<file path="config.mk">
export PLATFORM = sky130hd
export DESIGN_NAME = nibble_serial_adder
export DESIGN_NICKNAME = d
export VERILOG_FILES = /design/src/rtl/nibble_serial_adder_pkg.sv /design/src/rtl/nibble_add.sv /design/src/rtl/nibble_serial_adder.sv
export SDC_FILE = /design/constraint.sdc
export NUM_CORES = 1
export LEC_CHECK = 0
export CORE_UTILIZATION = 51
export DETAILED_ROUTE_END_ITERATION = 6
export GPL_TIMING_DRIVEN = 0
export PLACE_DENSITY = 0.79
export SYNTH_ARGS = -nofsm -noshare
export SYNTH_HDL_FRONTEND = slang
export SYNTH_SLANG_ARGS = --single-unit
export TNS_END_PERCENT = 50
</file>
<file path="constraint.sdc">
create_clock -name clk -period 2.8 [get_ports clk]
set_clock_uncertainty 0.1 [all_clocks]
set_input_delay 0.56 -clock clk [delete_from_list [all_inputs] [get_ports clk]]
set_output_delay 0.56 -clock clk [all_outputs]
set_load 0.02 [all_outputs]
</file>
<file path="src/rtl/nibble_serial_adder_pkg.sv">
// Shared types and helpers for the nibble-serial adder.
package nibble_serial_adder_pkg;

  typedef enum logic [1:0] {
    StIdle,
    StRun,
    StDone
  } state_e;

  localparam int unsigned NIB_BITS = 4;

  // Counter width for NIB steps; a single-nibble adder still needs one counter bit.
  function automatic int unsigned cnt_width(input int unsigned nib);
    return (nib <= 1) ? 1 : $clog2(nib);
  endfunction

endpackage

</file>
<file path="src/rtl/nibble_add.sv">
// 4-bit combinational full-adder slice shared across all nibble steps.
module nibble_add (
  input  logic [3:0] a,
  input  logic [3:0] b,
  input  logic       cin,
  output logic [3:0] s,
  output logic       cout
);

  assign {cout, s} = {1'b0, a} + {1'b0, b} + {4'b0000, cin};

endmodule

</file>
<file path="src/rtl/nibble_serial_adder.sv">
// WIDTH-bit adder built from one 4-bit slice, one nibble per clock, LSB first.
// Optional subtract mode (sub port) is enabled by defining NIBBLE_ADD_SUB_EN.
module nibble_serial_adder
  import nibble_serial_adder_pkg::*;
#(
  parameter int unsigned WIDTH = 16
) (
  input  logic             clk,
  input  logic             rst_n,
  input  logic             in_valid,
  output logic             in_ready,
  input  logic [WIDTH-1:0] a,
  input  logic [WIDTH-1:0] b,
`ifdef NIBBLE_ADD_SUB_EN
  input  logic             sub,
`endif
  output logic             out_valid,
  input  logic             out_ready,
  output logic [WIDTH:0]   sum,
  output logic             busy
);

  localparam int unsigned Nib  = WIDTH / NIB_BITS;
  localparam int unsigned CntW = cnt_width(Nib);
  localparam logic [CntW-1:0] LastCnt = CntW'(Nib - 1);

  state_e          state_q, state_d;
  logic [WIDTH-1:0] a_q, a_d;
  logic [WIDTH-1:0] b_q, b_d;
  logic [WIDTH:0]   sum_q, sum_d;
  logic             carry_q, carry_d;
  logic [CntW-1:0]  cnt_q, cnt_d;

  logic [3:0] slice_s;
  logic       slice_cout;

  // Operands shift right each step so the slice always sees the low nibble.
  nibble_add u_nibble_add (
    .a    (a_q[3:0]),
    .b    (b_q[3:0]),
    .cin  (carry_q),
    .s    (slice_s),
    .cout (slice_cout)
  );

  always_comb begin
    state_d = state_q;
    a_d     = a_q;
    b_d     = b_q;
    sum_d   = sum_q;
    carry_d = carry_q;
    cnt_d   = cnt_q;
    unique case (state_q)
      StIdle: begin
        if (in_valid) begin
          a_d     = a;
          b_d     = b;
          carry_d = 1'b0;
          cnt_d   = '0;
`ifdef NIBBLE_ADD_SUB_EN
          // Two's complement subtract: invert B and inject a carry-in of one.
          if (sub) begin
            b_d     = ~b;
            carry_d = 1'b1;
          end
`endif
          state_d = StRun;
        end
      end
      StRun: begin
        a_d = a_q >> NIB_BITS;
        b_d = b_q >> NIB_BITS;
        sum_d[NIB_BITS*cnt_q +: NIB_BITS] = slice_s;
        carry_d = slice_cout;
        cnt_d   = cnt_q + 1'b1;
        if (cnt_q == LastCnt) begin
          sum_d[WIDTH] = slice_cout;
          cnt_d        = '0;
          state_d      = StDone;
        end
      end
      StDone: begin
        if (out_ready) begin
          state_d = StIdle;
        end
      end
      default: state_d = StIdle;
    endcase
  end

  always_ff @(posedge clk or negedge rst_n) begin
    if (!rst_n) begin
      state_q <= StIdle;
      a_q     <= '0;
      b_q     <= '0;
      sum_q   <= '0;
      carry_q <= 1'b0;
      cnt_q   <= '0;
    end else begin
      state_q <= state_d;
      a_q     <= a_d;
      b_q     <= b_d;
      sum_q   <= sum_d;
      carry_q <= carry_d;
      cnt_q   <= cnt_d;
    end
  end

  assign in_ready  = (state_q == StIdle);
  assign out_valid = (state_q == StDone);
  assign busy      = (state_q != StIdle);
  assign sum       = sum_q;

endmodule

</file>
==> impl_metrics.toml <==
[worst_setup_path]
r2r_cells = 4
start_kind = "flip-flop"
end_kind = "output port"
cp_max_fo = 9
rrSetupSlack_ns = 0.70
cp-startpoint = "state_q[1]"
endpoint = "in_ready"
reg2reg_from = "a_q[0]"
crit_type = "reg2out"
r2r_end = "sum[10]"
worstPathArrival_ns = 1.74
required_ns = 2.14

[synth]
synth-edff-count = 0
synthCells = 259
ys.warnings.count = 0
synthTopCellsByCount = "54 x dfrtp_1, 30 x o21ai_0, 26 x a21oi_1"
synth_nets = 307
synth_top_cell_by_area = "dfrtp_1"
ys.flop_type = "dfrtp_1"
synth_cell_types = 31
synth_top_area_share = 0.4936
ys_seq_area_frac = 0.4936
syn-cell-area_um2 = 2738
syn_area_per_cell_um2 = 10.57
synth-async-reset-ratio = 1.000
synth_most_common_cell = "dfrtp_1"
synthTopCellsByArea = "dfrtp_1 49%, a22oi_1 6.6%, o21ai_0 5.5%"
ys_ff_latch = 54

[sta]
worst_pin_slew_ns = 0.5683
layout_setup_ws_ns = 0.4032
slew_headroom = 0.6184
max_freq_ghz = 0.4172
period_needed_ns = 2.397
finalSetupViolCount = 0
drv_slew = 0
fin_crit_sh = 0.8560
hold_viol = 0
rsz0062_at_grt = "false"

[route]
wirelength_mm = 5.980
num_vias = 2162
drtAntennaViolNets = 0
wl_per_cell_um = 15.22
drt_iter0_drc = 108
drc_errors = 0
drtPass1Iterations = 4
viasPerCell = 5.501

[power]
peakVddDrop_mv = 0.6577
power.density_nw_per_um2 = 1075
power.leakage_nw = 1.583

[clock_network]
cts_resized = 0
root_buffer = "clkbuf_8"
clkTransAtPathRegs_ns = 0.09
ctsHoldBuffers = 0
clock-sinks = 54
cts_tree = "done"
clk_latency_ns = 0.30
htree_levels = 2
numCtsBuffers = 5
cts_buffer_depth = 2
cts_setup_buffers = 0

[place]
numPortBuffers = 55
dp_slack_ns = 0.4676
gp_congestion = 0.7606
dp_hpwl_mm = 4.417
dp_cells = 385
placed_cell_area_um2 = 3391

[global_route]
top_usage_layer = "met2"
antenna_found_initial = 0
met2_usage = 0.3724
grt_overflow = 0
grt_pass1_wl_mm = 9.687
grt_max_degree = 34
grtUsageMet1 = 0.3192
grt_pass1_vias = 2038
grt_util_all_layers = 0.2296
use_met3 = 0.03614

[status]
outcome = "completed"

[floorplanning]
die_w_um = 75.27
start_util = 0.5326
core_area_um2 = 5140
die-height_um = 75.27
rows = 26
ios = 56
die_area_um2 = 5665

[cells_and_area]
final_nets = 370
area_growth_pct = 29.07
final_cells = 393
finalCoreUtilization = 0.6874
fin_area_um2 = 3533
diodes = 0
drive_gt1_frac = 0.09598

[worst_hold_path]
worstHoldPathType = "in2async"

[flow_run]
cap_violations = 0
[metrics by stage]
step	power, mW	TNS [ns]	hold WS, ns
6_report	3.800	0	0.1093
5_1_grt	4.050	0	0.1423
4_1_cts	3.817	0	0.1131
3_5_place_dp	3.184	0	0.3651
3_3_place_gp	3.121	-28.57	0.3615
2_1_floorplan	2.528	0	0.1644
[sequential cells by signal, indices dropped and copies added (netlist names)]
register  count
b_q          16
a_q          16
cnt_q         2
sum          17
state_q       2
carry_q       1
[worst max-delay path: stages, from the launching register on]
cell	delay (ns)
dfrtp_1	0.36
buf_2	0.18
nor2_1	0.23
clkdlybuf4s50_1	0.66
[metal layers]
metal	wire, um	up-vias	share of wire
met5	0	-	0
met3	223	8	0.037
li1	-	1056	-
met1	2681	1049	0.45
met4	74	0	0.012
met2	3000	49	0.50
[report_power, final]
group | switching [mW] | total, mW | internal [mW] | leakage (nW)
combinational | 1.03 | 1.85 | 0.822 | 0.799
clock | 0.252 | 0.634 | 0.381 | 0.0714
sequential | 0.231 | 1.32 | 1.09 | 0.713
total | 1.51 | 3.80 | 2.29 | 1.58
[cells in the final DEF, fill, tap and decap left out, types with 3 or more instances in the layout]
cell | netlist | routed
dfrtp_1 | 54 | 54
clkdlybuf4s50_1 | 0 | 54
o21ai_0 | 30 | 30
a21oi_1 | 26 | 26
a22oi_1 | 24 | 24
nand2_1 | 19 | 19
a22o_1 | 16 | 16
and2b_1 | 15 | 15
nor2b_1 | 10 | 10
ha_1 | 10 | 10
clkbuf_1 | 8 | 8
clkbuf_8 | 0 | 6
inv_1 | 5 | 5
buf_6 | 5 | 5
buf_2 | 3 | 4
nor2_1 | 4 | 4
nand2_4 | 4 | 4
o31ai_1 | 3 | 3
nor2_2 | 3 | 3
a21o_1 | 3 | 3
[kinds of logic after synthesis]
| family | synth area share |
|---|---|
| adder cells (fa/ha/maj) | 0.06033 |
| AO/OA/AOI/OAI | 0.2537 |
| XOR/XNOR | 0.006400 |
| AND/OR/NAND/NOR | 0.1380 |
| flip-flops | 0.4936 |
| buffers and inverters | 0.04799 |
[worst min-delay path by stage]
stage | start | end | slack (ns)
floorplan | rst_n | a_q[0] | 0.16
global placement | sum[10] | sum[10] | 0.36
detailed placement | sum[2] | sum[2] | 0.37
CTS | rst_n | a_q[9] | 0.11
global route | rst_n | a_q[9] | 0.14
finish | rst_n | sum[0] | 0.11
[area by class of cell]
cell class	count	area (um^2)
Inverter	6	22.52
Tap cell	70	87.58
Clock inverter	2	60.06
Buffer	17	108.9
Sequential cell	54	1351
Timing Repair Buffer	56	565.5
Multi-Input combinational cell	182	1255
Clock buffer	6	82.58
Fill cell	421	1607
Power figures use the tool's default switching activity.
